## src/rtl/vend_txn_ctrl.sv

```systemverilog
// Vending transaction sequencer: collects coin credit, validates a product
// selection against cost and stock, pulses dispense, then returns change
// through a valid/ack handshake. Every output is a flop.
module vend_txn_ctrl #(
  parameter logic [5:0]  COST0          = 6'd15,
  parameter logic [5:0]  COST1          = 6'd20,
  parameter logic [5:0]  COST2          = 6'd25,
  parameter int unsigned MAX_CREDIT     = 63,
  parameter int unsigned TIMEOUT_CYCLES = 200
) (
  input  logic       clk,
  input  logic       rst,
  input  logic       coin_valid,
  input  logic [5:0] coin_value,
  output logic       coin_reject,
  input  logic       sel_valid,
  input  logic [1:0] product_sel,
  input  logic       cancel,
  input  logic [3:0] prod1_count,
  input  logic [3:0] prod2_count,
  input  logic [3:0] prod3_count,
  output logic [5:0] credit,
  output logic       dispense,
  output logic [1:0] dispense_sel,
  output logic       update_inventory,
  output logic       change_valid,
  output logic [5:0] change_amount,
  input  logic       change_ack,
  output logic       err_funds,
  output logic       err_soldout,
  output logic       busy
);

  typedef enum logic [2:0] {
    S_IDLE,
    S_COLLECT,
    S_CHECK,
    S_DISPENSE,
    S_CHANGE,
    S_REFUND
  } state_t;

  localparam logic [6:0]  MAX_CREDIT7 = 7'(MAX_CREDIT);
  localparam logic [15:0] TMO_LAST    = 16'(TIMEOUT_CYCLES - 1);

  state_t      state_q, state_d;
  logic [5:0]  credit_d;
  logic [15:0] tmo_q, tmo_d;
  logic [1:0]  sel_q, sel_d;
  logic        coin_reject_d, err_funds_d, err_soldout_d;
  logic [6:0]  coin_sum;
  logic [5:0]  cost;
  logic [3:0]  stock;

  // Seven-bit sum so an overflowing coin is detected rather than wrapped.
  assign coin_sum = {1'b0, credit} + {1'b0, coin_value};

  // Price and stock of the latched selection; code 11 shares product 3.
  always_comb begin
    unique case (sel_q)
      2'b00:   begin cost = COST0; stock = prod1_count; end
      2'b01:   begin cost = COST1; stock = prod2_count; end
      default: begin cost = COST2; stock = prod3_count; end
    endcase
  end

  // Next-state, next-credit and pulse decode for the transaction FSM.
  always_comb begin
    // NOTE: every signal gets a default first so no path through the case
    // leaves one unassigned, which would otherwise infer a latch.
    state_d       = state_q;
    credit_d      = credit;
    tmo_d         = '0;
    sel_d         = sel_q;
    coin_reject_d = 1'b0;
    err_funds_d   = 1'b0;
    err_soldout_d = 1'b0;

    unique case (state_q)
      S_IDLE: begin
        if (sel_valid) err_funds_d = 1'b1;
        if (coin_valid && coin_value != '0) begin
          if ({1'b0, coin_value} > MAX_CREDIT7) begin
            coin_reject_d = 1'b1;
          end else begin
            credit_d = coin_value;
            state_d  = S_COLLECT;
          end
        end
      end

      S_COLLECT: begin
        if (cancel) begin
          coin_reject_d = coin_valid;
          state_d       = S_REFUND;
        end else if (sel_valid) begin
          coin_reject_d = coin_valid;
          sel_d         = product_sel;
          state_d       = S_CHECK;
        end else if (coin_valid && coin_sum <= MAX_CREDIT7) begin
          // An accepted coin restarts the inactivity window.
          credit_d = coin_sum[5:0];
        end else begin
          coin_reject_d = coin_valid;
          if (tmo_q == TMO_LAST) state_d = S_REFUND;
          else                   tmo_d   = tmo_q + 16'd1;
        end
      end

      S_CHECK: begin
        coin_reject_d = coin_valid;
        // Sold-out outranks insufficient funds.
        if (stock == '0) begin
          err_soldout_d = 1'b1;
          state_d       = S_COLLECT;
        end else if (credit < cost) begin
          err_funds_d = 1'b1;
          state_d     = S_COLLECT;
        end else begin
          state_d = S_DISPENSE;
        end
      end

      S_DISPENSE: begin
        coin_reject_d = coin_valid;
        credit_d      = credit - cost;
        state_d       = (credit != cost) ? S_CHANGE : S_IDLE;
      end

      S_CHANGE, S_REFUND: begin
        coin_reject_d = coin_valid;
        if (change_ack) begin
          credit_d = '0;
          state_d  = S_IDLE;
        end
      end

      default: state_d = S_IDLE;
    endcase
  end

  // State, credit and registered outputs; outputs decode the next state so
  // they line up with the cycle the FSM is actually in.
  always_ff @(posedge clk or negedge rst) begin
    if (!rst) begin
      state_q          <= S_IDLE;
      credit           <= '0;
      tmo_q            <= '0;
      sel_q            <= '0;
      coin_reject      <= 1'b0;
      err_funds        <= 1'b0;
      err_soldout      <= 1'b0;
      dispense         <= 1'b0;
      update_inventory <= 1'b0;
      dispense_sel     <= '0;
      change_valid     <= 1'b0;
      change_amount    <= '0;
      busy             <= 1'b0;
    end else begin
      // NOTE: non-blocking assignments so every flop samples pre-edge values.
      state_q          <= state_d;
      credit           <= credit_d;
      tmo_q            <= tmo_d;
      sel_q            <= sel_d;
      coin_reject      <= coin_reject_d;
      err_funds        <= err_funds_d;
      err_soldout      <= err_soldout_d;
      dispense         <= (state_d == S_DISPENSE);
      update_inventory <= (state_d == S_DISPENSE);
      dispense_sel     <= (state_d == S_DISPENSE) ? sel_d : 2'b00;
      change_valid     <= (state_d inside {S_CHANGE, S_REFUND});
      change_amount    <= (state_d inside {S_CHANGE, S_REFUND}) ? credit_d : 6'd0;
      busy             <= (state_d inside {S_CHECK, S_DISPENSE, S_CHANGE, S_REFUND});
    end
  end

endmodule

```

## config.mk

```make
export PLATFORM = sky130hd
export DESIGN_NAME = vend_txn_ctrl
export DESIGN_NICKNAME = d
export VERILOG_FILES = /design/src/rtl/vend_txn_ctrl.sv
export SDC_FILE = /design/constraint.sdc
export NUM_CORES = 1
export LEC_CHECK = 0
export ABC_AREA = 1
export BUFFER_PORTS_ARGS = -buffer_cell sky130_fd_sc_hd__clkbuf_2
export CAP_MARGIN = 15
export CORE_UTILIZATION = 57
export CTS_CLUSTER_SIZE = 24
export DETAILED_ROUTE_END_ITERATION = 10
export GPL_TIMING_DRIVEN = 0
export PLACE_DENSITY = 0.88
export REMOVE_ABC_BUFFERS = 1
export SLEW_MARGIN = 25
export SYNTH_ARGS = -nofsm -noshare
export SYNTH_HDL_FRONTEND = slang
export SYNTH_SLANG_ARGS = --single-unit
```

## constraint.sdc

```tcl
create_clock -name clk -period 4.7 [get_ports clk]
set_input_delay 1.175 -clock clk [delete_from_list [all_inputs] [get_ports clk]]
set_output_delay 1.175 -clock clk [all_outputs]
set_load 0.01 [all_outputs]
```

# After elaboration in Yosys (flattened, before gate mapping)
# Index checks and enable logic that the tools add are counted.
[classes]
mux = 38
shifts = 0
multipliers = 0
eq_ne = 12
n_lt_le_gt_ge = 2
div_mod_pow = 0
n_reduce_logical = 10
addsub = 3
n_bitwise = 0
[ops]
columns = ["operator", "count"]
rows = [
  ["16-bit 2-to-1 mux", 5],
  ["6-bit 2-to-1 mux", 6],
  ["6-bit one-hot mux with 4 select lines", 1],
  ["3-bit 2-to-1 mux", 7],
  ["16-bit by 1-bit adder with 16-bit output (second input constant)", 1],
  ["16-bit by 8-bit equality test with 1-bit output (second input constant)", 1],
  ["3-bit one-hot mux with 5 select lines", 1],
  ["3-bit by 2-bit equality test with 1-bit output (second input constant)", 4],
  ["3-bit equality test (second input constant)", 4],
  ["2-bit 2-to-1 mux", 6],
  ["5-bit one-hot mux with 2 select lines", 1],
  ["1-bit 2-to-1 mux", 8],
  ["4-bit one-hot mux with 2 select lines", 1],
  ["6-bit by 6-bit adder with 7-bit output", 1],
  ["7-bit by 6-bit <= comparator with 1-bit output (second input constant)", 1],
  ["6-bit < comparator", 1],
  ["6-bit inequality test", 1],
  ["6-bit nonzero test", 1],
  ["6-bit subtractor", 1],
  ["4-bit logical NOT", 1],
  ["1-bit one-hot mux with 2 select lines", 2],
  ["4-bit nonzero test", 1],
  ["4-bit OR reduction", 1],
  ["3-bit by 1-bit equality test with 1-bit output (second input constant)", 1],
  ["6 further kinds", 7],
]
[totals]
elab_cells = 77
mem_bits_ro = 0
mem_bits_rw = 0
input_bits = 26
out_inout_bits = 21
ff_bits = 41
latchBits = 0
n_memories = 0

# Logic depth before layout (Yosys ltp)
[logic_depth]
depth_word = 10
mapped_depth = 13
depth_no_buf = 13

# Worst setup path after synthesis
# No wires, ideal clock.
[synth_path]
path_kind = "input to register"
from = "input coin_value[0]"
to = "register tmo_q[13]"
setup_ps = 71
required_time_ps = 4629
setup_slack_ps = 2081
n_path_buf = 1
stages = 11
arrival_time_ps = 2548
path_cell_list = "ha_1 -> inv_1 -> fa_1 -> inv_1 -> nand2_2 -> nand4_2 -> nand2_1 -> nor3_4 -> inv_2 -> buf_6 -> nor2_1"
[synth_via]
elab_chain_len = 7
[synth_lines]
columns = ["item", "line", "text"]
rows = [
  ["start, declared", "14", "input logic [5:0] coin_value,"],
  ["6-bit by 6-bit adder with 7-bit output", "56", "assign coin_sum = {1'b0, credit} + {1'b0, coin_value};"],
  ["7-bit by 6-bit <= comparator with 1-bit output", "100", "end else if (coin_valid && coin_sum <= MAX_CREDIT7) begin"],
  ["1-bit logical AND", "100", ""],
  ["16-bit 2-to-1 mux", "100", ""],
  ["16-bit 2-to-1 mux", "96", "end else if (sel_valid) begin"],
  ["16-bit 2-to-1 mux", "93", "if (cancel) begin"],
  ["16-bit 2-to-1 mux", "79", "unique case (state_q)"],
  ["via tmo_d[13]", "48", "logic [15:0] tmo_q, tmo_d;"],
  ["end signal, assigned", "163", "tmo_q <= tmo_d;"],
  ["end, declared", "48", ""],
]
# The timed path passes the listed nets, and every way through them passes these cells.

# Worst setup path after layout
[layout_path]
from = "input coin_value[0]"
to = "register tmo_q[2]"
# The elaborated chain is that of the path after synthesis.

==> run_results.csv <==
group,metric,value,unit
status,run_status,"finished, violations left",
status,failed_checks,"design-rule violations",
route,wire_length_on_met1,2910,um
clocking,cts_hold_buffers,0,
floorplan,fp-row-count,24,
timing,report.final.setup_viol,0,
route,drt_first_pass_iters,8,
timing,final_max_slew_viol_count,0,
floorplan,fp.coreArea,4470,um2
logic_synthesis,synth.top_cell.area_share,37.8,%
cells_and_area,nFillCells,357,
cells_and_area,final_common_cell,"nand2_1",
clocking,numClockSinks,41,
setup_path,crit_arrival,2.94,ns
grt,overflow,0,
clocking,post_cts_setup_bufs,0,
route,detail_route.drc_violations,1,
cells_and_area,antenna_cells,0,
logic_synthesis,cell_count_after_synthesis,385,
clocking,insertion_delay,0.30,ns
setup_path,cpLargestDelayFamily,"simple AND/OR/NAND/NOR gates",
floorplan,die_width,71.0,um
floorplan,effective_utilization_at_floorplan,60.7,%
logic_synthesis,syn-cell-area,2720,um2
grt,grt_first_pass_wirelength,10400,um
grt,combined_global_route_utilization_of_all_metal_layers,26.7,%
timing,timing.setup.tns,0,ns
setup_path,crit_path_top_delay_cell,"fa_1",
route,drt-vias-per-instance,5.32,
logic_synthesis,synth_compound_area_share,7.97,%
cells_and_area,highest_count_cells_in_the_layout_ignoring_fill_and_taps,"106 x nand2_1, 60 x inv_1, 52 x nor2_1",
cells_and_area,seqCellArea,1030,um2
clocking,cts_resized,0,
setup_path,start_kind,"primary input",
logic_synthesis,synth_mux_area_share,0,%
grt,grt_antenna_before_repair,0,
timing,worst-slew-pin-transition,0.874,ns
timing,clock_skew,0.00689,ns
route,detail_route.wirelength,6390,um
setup_path,crit_cells,11,
cells_and_area,multi_input_comb_area,1430,um2
setup_path,critPathMaxStageDelay,0.35,ns
route,route.met3.wl,432,um
timing,period_utilization_post_route,58.1,%
power,pwr_density_cell,536,nW/um2
setup_path,worstSetupEndpointType,"flip-flop",
logic_synthesis,synth_area_per_cell,7.06,um2
clocking,tritoncts_buffers,5,
worst_hold_path,min_path_type,"reg2reg",
clocking,cts.path.max_buffers,2,
place,buffer_ports.inserted,46,
logic_synthesis,combinational_family_with_the_most_area_after_synthesis,"simple AND/OR/NAND/NOR gates",
place,place_congestion,0.888,
run,max_cap_viol,0,
grt,number_of_global_route_vias_before_repair,2269,
route,drt_first_iter_violations,169,
logic_synthesis,post-synth-top-area-cell,"dfrtp_1",
route,met2WireLength,2960,um
logic_synthesis,synth_xor_area_share,2.90,%
clocking,tritoncts,"done",
setup_path,timing.critical_path.required,4.91,ns
timing,fmax,366,MHz
logic_synthesis,yosysSeqAreaShare,37.8,%
setup_path,worst_path_cell_chain,"clkbuf_2 > ha_1 > inv_1 > fa_1 > inv_1 > nand2_2 > nand4_2 > nand2_1 > nor3_4 > inv_2 > nor3b_1",
power,power.ir.vdd_worst,0.443,mV
setup_path,critical_path_peak_fanout,11,
timing,finalWorstPathRequiredPeriod,2.73,ns
cells_and_area,drive_gt1_share,15.8,%
logic_synthesis,synth.ff_latch_count,41,
route,routed.top_layer,"met4",
timing,max_slew_margin,41.7,%
logic_synthesis,ys_warn_count,0,
clocking,clkSlewWorstSetupHoldPaths,0.08,ns
floorplan,total_die_area,5050,um2
timing,finalHoldViolCount,0,
worst_hold_path,hold-path-cell-count,1,
setup_path,reg2regPathDepth,13,
timing,unrepaired_setup_endpoints_after_global_routing,"false",
cells_and_area,num-nets-final,475,
route,detail_route.wl_per_cell,13.1,um
clocking,h-tree-depth,2,
clocking,cell_at_the_root_of_the_clock_tree,"clkbuf_8",
floorplan,i_o_pins,47,
cells_and_area,syn2layout_area_growth,13.9,%
logic_synthesis,synthAdderAreaFrac,7.00,%
route,route.vias.total,2595,
power,p_leak,0.00164,uW
logic_synthesis,synth_cell_type_count,37,
cells_and_area,final_core_occ,69.2,%
grt,grt_max_degree,42,
setup_path,critical_path.n_buffers_inverters,4,
route,detail-route-antenna-nets,0,
logic_synthesis,synth_simple_gate_area_share,34.7,%
place,place_hpwl,4900,um
logic_synthesis,largest_cells_by_area_after_synthesis,"dfrtp_1 38%, nand2_1 15%, inv_1 8.3%",
setup_path,crit_path_frequent_cell,"inv_1",
setup_path,critPathKind,"in2reg",
floorplan,die_h,71.0,um
## cell type report
type                       count  share of cell area (%)
timing repair buffer          46                    7.44
clock buffer                   7                    3.11
tap                           52                    2.10
multi-input combinational    277                    46.1
clock inverter                 1                   0.283
sequential                    41                    33.2
inverter                      64                    7.76
## per-stage QoR
step	instance area, um2	total power [uW]	hold WS [ns]	worst slack [ns]	instances
floorplan	2690	1130	0.433	2.05	382
global placement	2990	1350	0.447	1.69	480
detailed placement	2990	1380	0.455	1.65	480
CTS	3090	1650	0.466	1.95	488
global route	3090	1790	0.487	1.85	488
finish	3090	1660	0.463	1.97	488
## report_power, final
part / switching [uW] / total, uW / internal [uW]
registers: 77.7 / 513 / 435
logic: 576 / 883 / 307
clock network: 127 / 262 / 136
total: 780 / 1660 / 878
## worst reg2reg max path: stages, from the launching register on
cell	delay [ns]
dfrtp_1	0.41
inv_1	0.11
nor2_1	0.07
inv_1	0.07
ha_1	0.14
inv_1	0.07
fa_1	0.41
or2_2	0.30
nand3_1	0.10
o211ai_1	0.09
nor2_1	0.11
nand2_1	0.06
nand2_1	0.09
nor2_1	0.05
## worst paths after layout
path                       slack [ns]                          to               start
min                              0.46          tmo_q[0]$_DFF_PN0_  tmo_q[0]$_DFF_PN0_
min reg2reg                      0.46          tmo_q[0]$_DFF_PN0_  tmo_q[0]$_DFF_PN0_
max reg2reg                      2.49  change_amount[2]$_DFF_PN0_  sel_q[0]$_DFF_PN0_
max                              1.97          tmo_q[2]$_DFF_PN0_       coin_value[0]
max in group asynchronous        3.16          tmo_q[0]$_DFF_PN0_                 rst
min in group asynchronous        0.99          sel_q[0]$_DFF_PN0_                 rst
## synth_stat cells, drive strengths merged
library cell  count
nor3b             1
a21oi            20
inv              64
fa                2
nand2           107
o221ai            2
nor4              1
o21a              1
xnor2             2
a21boi            1
nor3             13
and2              1
xor2              7
o21ai            11
o31ai             1
nand4             8
nor2             55
clkbuf            1
dfrtp            41
nand3            24
a31oi             1
ha               12
buf               2
or2               3
nand3b            3
o211ai            1
## state kept, by name, summed over array words and instances, names as in the netlist
signal / count
busy: 1
change_amount: 6
change_valid: 1
coin_reject: 1
credit: 6
dispense_sel: 2
err_funds: 1
err_soldout: 1
sel_q: 2
state_q: 3
tmo_q: 16
update_inventory: 1
## cells by family (layout without fill, tap and decap cells)
group | Yosys count | after routing
simple gates | 216 | 216
fa+ha+maj | 14 | 14
compound gates | 38 | 38
xor+xnor | 9 | 9
flops | 41 | 41
buf+inv | 67 | 118
## layer usage
metal / up-vias / global-route usage [%]
met5: - / 0
met4: 0 / 8.44
met3: 10 / 5.70
met2: 91 / 41.8
met1: 1185 / 37.4
li1: 1309 / -
Power figures use the tool's default switching activity.
